==> src/rtl/mem_port_arbiter.sv <==
// Two-port (fetch/data) arbiter onto a single-port TCM with 1-cycle synchronous read.
// Round-robin on conflicts, fixed one-cycle response latency, out-of-range accesses answered with error.
module mem_port_arbiter #(
  parameter int ADDR_W = 16
) (
  input  logic              clk_i,
  input  logic              rst_ni,
  input  logic              mem_i_rd_i,
  input  logic [31:0]       mem_i_pc_i,
  output logic              mem_i_accept_o,
  output logic              mem_i_valid_o,
  output logic              mem_i_error_o,
  output logic [31:0]       mem_i_inst_o,
  input  logic [31:0]       mem_d_addr_i,
  input  logic [31:0]       mem_d_data_wr_i,
  input  logic              mem_d_rd_i,
  input  logic [3:0]        mem_d_wr_i,
  input  logic [10:0]       mem_d_req_tag_i,
  output logic              mem_d_accept_o,
  output logic              mem_d_ack_o,
  output logic              mem_d_error_o,
  output logic [31:0]       mem_d_data_rd_o,
  output logic [10:0]       mem_d_resp_tag_o,
  output logic              ram_en_o,
  output logic [3:0]        ram_we_o,
  output logic [ADDR_W-3:0] ram_addr_o,
  output logic [31:0]       ram_wdata_o,
  input  logic [31:0]       ram_rdata_i
);

  // Response FSM
  // state      | meaning
  // RESP_NONE  | nothing accepted last cycle, no response pulse
  // RESP_I_OK  | fetch accepted in range, return RAM word
  // RESP_I_ERR | fetch accepted out of range, error pulse
  // RESP_D_OK  | data accepted in range, ack (load data or 0 for store)
  // RESP_D_ERR | data accepted out of range, error ack
  typedef enum logic [2:0] {
    RESP_NONE,
    RESP_I_OK,
    RESP_I_ERR,
    RESP_D_OK,
    RESP_D_ERR
  } resp_e;

  resp_e       resp_q, resp_d;
  logic        last_grant_d_q;
  logic        resp_load_q;
  logic [10:0] tag_q;

  logic        d_req, d_store, conflict;
  logic        grant_i, grant_d;
  logic [31:0] sel_addr;
  logic        in_range;
  logic        unused_addr_lsb;

  assign d_req    = mem_d_rd_i | (|mem_d_wr_i);
  assign d_store  = |mem_d_wr_i;
  assign conflict = mem_i_rd_i & d_req;

  // last_grant_d_q=1 means data won the most recent conflict, so fetch wins the next one
  assign grant_i = rst_ni & mem_i_rd_i & (~d_req | last_grant_d_q);
  assign grant_d = rst_ni & d_req & ~grant_i;

  assign mem_i_accept_o = grant_i;
  assign mem_d_accept_o = grant_d;

  assign sel_addr        = grant_d ? mem_d_addr_i : mem_i_pc_i;
  assign in_range        = (sel_addr[31:ADDR_W] == '0);
  assign unused_addr_lsb = ^sel_addr[1:0];

  always_comb begin
    resp_d      = RESP_NONE;
    ram_en_o    = 1'b0;
    ram_we_o    = 4'b0000;
    ram_addr_o  = '0;
    ram_wdata_o = '0;
    if (grant_i) begin
      resp_d = in_range ? RESP_I_OK : RESP_I_ERR;
      if (in_range) begin
        ram_en_o   = 1'b1;
        ram_addr_o = sel_addr[ADDR_W-1:2];
      end
    end else if (grant_d) begin
      resp_d = in_range ? RESP_D_OK : RESP_D_ERR;
      if (in_range) begin
        ram_en_o    = 1'b1;
        ram_addr_o  = sel_addr[ADDR_W-1:2];
        ram_we_o    = d_store ? mem_d_wr_i : 4'b0000;
        ram_wdata_o = mem_d_data_wr_i;
      end
    end
  end

  always_ff @(posedge clk_i or negedge rst_ni) begin
    if (!rst_ni) begin
      resp_q <= RESP_NONE;
    end else begin
      resp_q <= resp_d;
    end
  end

  always_ff @(posedge clk_i or negedge rst_ni) begin
    if (!rst_ni) begin
      last_grant_d_q <= 1'b1;
      resp_load_q    <= 1'b0;
      tag_q          <= '0;
    end else begin
      if (conflict) begin
        last_grant_d_q <= grant_d;
      end
      if (grant_d) begin
        resp_load_q <= ~d_store;
        tag_q       <= mem_d_req_tag_i;
      end
    end
  end

  always_comb begin
    mem_i_valid_o   = 1'b0;
    mem_i_error_o   = 1'b0;
    mem_i_inst_o    = '0;
    mem_d_ack_o     = 1'b0;
    mem_d_error_o   = 1'b0;
    mem_d_data_rd_o = '0;
    case (resp_q)
      RESP_I_OK: begin
        mem_i_valid_o = 1'b1;
        mem_i_inst_o  = ram_rdata_i;
      end
      RESP_I_ERR: begin
        mem_i_valid_o = 1'b1;
        mem_i_error_o = 1'b1;
      end
      RESP_D_OK: begin
        mem_d_ack_o     = 1'b1;
        mem_d_data_rd_o = resp_load_q ? ram_rdata_i : 32'h0;
      end
      RESP_D_ERR: begin
        mem_d_ack_o   = 1'b1;
        mem_d_error_o = 1'b1;
      end
      default: ;
    endcase
  end

  assign mem_d_resp_tag_o = tag_q;

endmodule

==> config.mk <==
export PLATFORM = sky130hd
export DESIGN_NAME = mem_port_arbiter
export DESIGN_NICKNAME = d
export VERILOG_FILES = /design/src/rtl/mem_port_arbiter.sv
export SDC_FILE = /design/constraint.sdc
export NUM_CORES = 1
export LEC_CHECK = 0
export CORE_AREA = 2 2 109 111
export CTS_CLUSTER_DIAMETER = 200
export DETAILED_ROUTE_END_ITERATION = 8
export DIE_AREA = 0 0 111 113
export SETUP_SLACK_MARGIN = 0.1
export SYNTH_ARGS = -nofsm -noshare
export SYNTH_HDL_FRONTEND = slang
export SYNTH_SLANG_ARGS = --single-unit
==> constraint.sdc <==
create_clock -name clk_i -period 4.8 [get_ports clk_i]
set_input_delay 0.72 -clock clk_i [delete_from_list [all_inputs] [get_ports clk_i]]
set_output_delay 0.72 -clock clk_i [all_outputs]
set_load 0.02 [all_outputs]
==> results.sh <==
export IMPL_status="finished, final reports clean"
export IMPL_synth_edff_count=0
export IMPL_multi_input_area_mm2=0.001157
export IMPL_cts_repair_resized=0
export IMPL_max_freq_mhz=253.8
export IMPL_dieWidth_um=111
export IMPL_antenna_found_initial=0
export IMPL_p_seq_share_pct=27.5
export IMPL_area_delta_synth_final_pct=179.2
export IMPL_tightest_slew_ps=826.9
export IMPL_ant_nets=0
export IMPL_worstSetupEndpointType="output pin"
export IMPL_drive_gt1_share_pct=3.340
export IMPL_drtIter0Drc=130
export IMPL_clock_power_share_pct=28.6
export IMPL_ff2ff_setup_slack_ps=3270
export IMPL_start_util_pct=14.69
export IMPL_die_h_um=113
export IMPL_dp_slack_ps=825.7
export IMPL_r2r_start="last_grant_d_q$_DFFE_PN1P_"
export IMPL_yosysTopAreaCell="and2_1"
export IMPL_p_int_mw=0.4490
export IMPL_num_io_pins=279
export IMPL_worst_setup_path_start_kind="primary input"
export IMPL_cellPowerDensity_mw_per_mm2=135.5
export IMPL_grt_ovfl_total=0
export IMPL_cts_tree="yes"
export IMPL_firstDrtPassIters=4
export IMPL_vias=2683
export IMPL_dieArea_mm2=0.01254
export IMPL_startpoint="mem_d_wr_i[0]"
export IMPL_hold_buffers=0
export IMPL_finalWorstSetupSlack_ps=860.5
export IMPL_clk_pin_slew_ps=50
export IMPL_p_leak_nw=1.977
export IMPL_antenna_cells=0
export IMPL_syn_inst=245
export IMPL_critPathKind="primary input to output pin"
export IMPL_synth_area_mm2=0.001655
export IMPL_cp_endpoint="ram_wdata_o[8]"
export IMPL_period_share_pct=82.07
export IMPL_netlist_area_leader_share_pct=24.19
export IMPL_tns_ps=0
export IMPL_grt_pass1_wl_um=14460
export IMPL_synthTopCellsByArea="and2_1 (24%), dfrtp_1 (23%), nand2_1 (15%)"
export IMPL_yosys_warnings=0
export IMPL_avgSynthCellArea_um2=6.756
export IMPL_reg2reg_to="resp_q[0]$_DFF_PN0_"
export IMPL_worstHoldPathType="flip-flop to flip-flop"
export IMPL_yosys_top_cells_count="and2_1 (64), nand2_1 (64), and3_1 (37)"
export IMPL_numCtsBuffers=3
export IMPL_dp_hpwl_um=8566
export IMPL_grt_usage_pct=14.36
export IMPL_core_rowCount=39
export IMPL_hold_violations=0
export IMPL_finalMaxSlewViolations=0
export IMPL_viasPerCell=4.115
export IMPL_routed_wl_um=9645
export IMPL_post_drt_wl_per_cell_um=14.79
export IMPL_yosysSeqAreaShare_pct=24.26
export IMPL_rsz0062_at_grt="no"
export IMPL_fill_cells=1154
export IMPL_grt_max_degree=52
export IMPL_critPathMaxFanout=51
export IMPL_synth_cell_types=27
export IMPL_fin_crit_ps=3940
export IMPL_worstSkewPairLatency_ps=240
export IMPL_syn_nets=392
export IMPL_ff_latch_area_um2=401.6
export IMPL_cts_sinks=16
export IMPL_max_cap_viol_count=0
export IMPL_finalWeightedCongestion=0.8299
export IMPL_ir_drop_uv=66.79
export IMPL_fin_worst_skew_ps=0.9893
export IMPL_ctsLongestPathBuffers=2
export IMPL_worst_slew_margin_rel_pct=44.88
export IMPL_p_sw_share_pct=28.32
export IMPL_core_area_mm2=0.01127
export IMPL_required_ps=4080
export IMPL_cts_root_buf="clkbuf_16"
export IMPL_setup_viol=0
export IMPL_dominantRegCellSynth="dfrtp_1"
export IMPL_remaining_drc_errors=0
export IMPL_io_buffer_count=274
export IMPL_rr_worst_depth=5
export IMPL_comb_power_share_pct=43.9
export IMPL_layout_nets=657
export IMPL_h_tree_depth=1
export IMPL_first_global_vias=2738
export IMPL_yosys_register_bits=16
export IMPL_post_cts_setup_buffer_count=0
export IMPL_synthArstFlopShare_pct=100.0
export IMPL_power_switching_mw=0.1774
export IMPL_worstPathArrival_ps=3220
-- state kept, by name (all words and copies together), names as in the netlist --
name              cells
mem_d_resp_tag_o     11
resp_load_q           1
resp_q                3
last_grant_d_q        1
-- kinds of logic (layout without fill, tap and decap cells) --
kind of cell	after synthesis	after routing	share of synthesized area, %
AOI/OAI and AO/OA	22	22	9.448
and+or+nand+nor	185	185	60.47
buffers and inverters	22	286	5.819
DFF	16	16	24.26
-- cell type report --
type / instances / area share [%]
multi-input cells: 207 / 25.04
well taps: 143 / 3.871
repair buffers: 280 / 60.31
inverters: 2 / 0.1624
flip-flops and latches: 16 / 8.690
clock buffers: 4 / 1.922
-- how the worst min path moves through the flow --
stage,depth (start not counted),to,start
finish,2,resp_load_q$_DFFE_PN0N_,resp_load_q$_DFFE_PN0N_
floorplan,0,mem_d_resp_tag_o[0]$_DFFE_PN0N_,rst_ni
CTS,2,mem_d_resp_tag_o[4]$_DFFE_PN0N_,mem_d_resp_tag_o[4]$_DFFE_PN0N_
global route,2,mem_d_resp_tag_o[0]$_DFFE_PN0N_,mem_d_resp_tag_o[0]$_DFFE_PN0N_
detailed placement,2,mem_d_resp_tag_o[4]$_DFFE_PN0N_,mem_d_resp_tag_o[4]$_DFFE_PN0N_
global placement,2,mem_d_resp_tag_o[9]$_DFFE_PN0N_,mem_d_resp_tag_o[9]$_DFFE_PN0N_
-- metrics by stage --
step	hold WS (ps)	util (%)	instance area, µm²	power, mW	instances
after floorplan	424.4	-	1655	0.2643	245
after global placement	460.6	40.22	4533	0.4491	648
after detailed placement	465.9	40.22	4533	0.4538	648
after CTS	478.7	41.00	4622	0.6352	652
after global routing	505.9	41.00	4622	0.6636	652
final	474.6	41.00	4622	0.6264	652
-- worst max-delay path: stages --
cell and delay (ps):
clkdlybuf4s50_1 430, or4_4 600, o211ai_2 190, inv_2 160, buf_4 300, and3_1 220
clkdlybuf4s50_1 560
-- power groups by stage --
stage / Sequential (mW) / Clock [mW] / Combinational (mW)
global route: 0.176 / 0.191 / 0.297
finish: 0.172 / 0.179 / 0.275
global placement: 0.174 / 0 / 0.275
detailed placement: 0.175 / 0 / 0.279
CTS: 0.173 / 0.183 / 0.280
floorplan: 0.196 / 0 / 0.0682
-- layer usage --
layer / share of wire (%) / vias up / wire length, µm / track usage (%)
met5: 0 / - / 0 / 0
met4: 0.81 / 0 / 78 / 2.833
met3: 9.3 / 4 / 897 / 3.321
met2: 55 / 173 / 5333 / 30.55
met1: 35 / 1173 / 3335 / 13.86
li1: - / 1333 / - / -
-- placed cells by master (no fill, tap or decap), drive strengths merged --
cell / Yosys / final
inv: 2 / 2
nor2b: 2 / 2
dfstp: 1 / 1
nor4: 8 / 8
nand2: 64 / 64
a22oi: 1 / 1
nand3: 1 / 1
nor3b: 2 / 2
clkdlybuf4s50: 0 / 274
or4: 1 / 1
nor2: 3 / 3
o31ai: 1 / 1
o22a: 1 / 1
clkbuf: 15 / 4
and4: 2 / 2
and2: 64 / 64
a21oi: 16 / 16
or2: 1 / 1
o211ai: 1 / 1
o21ai: 1 / 1
dfrtp: 15 / 15
buf: 5 / 6
and3: 37 / 37
a21o: 1 / 1
Power figures use the tool's default switching activity.
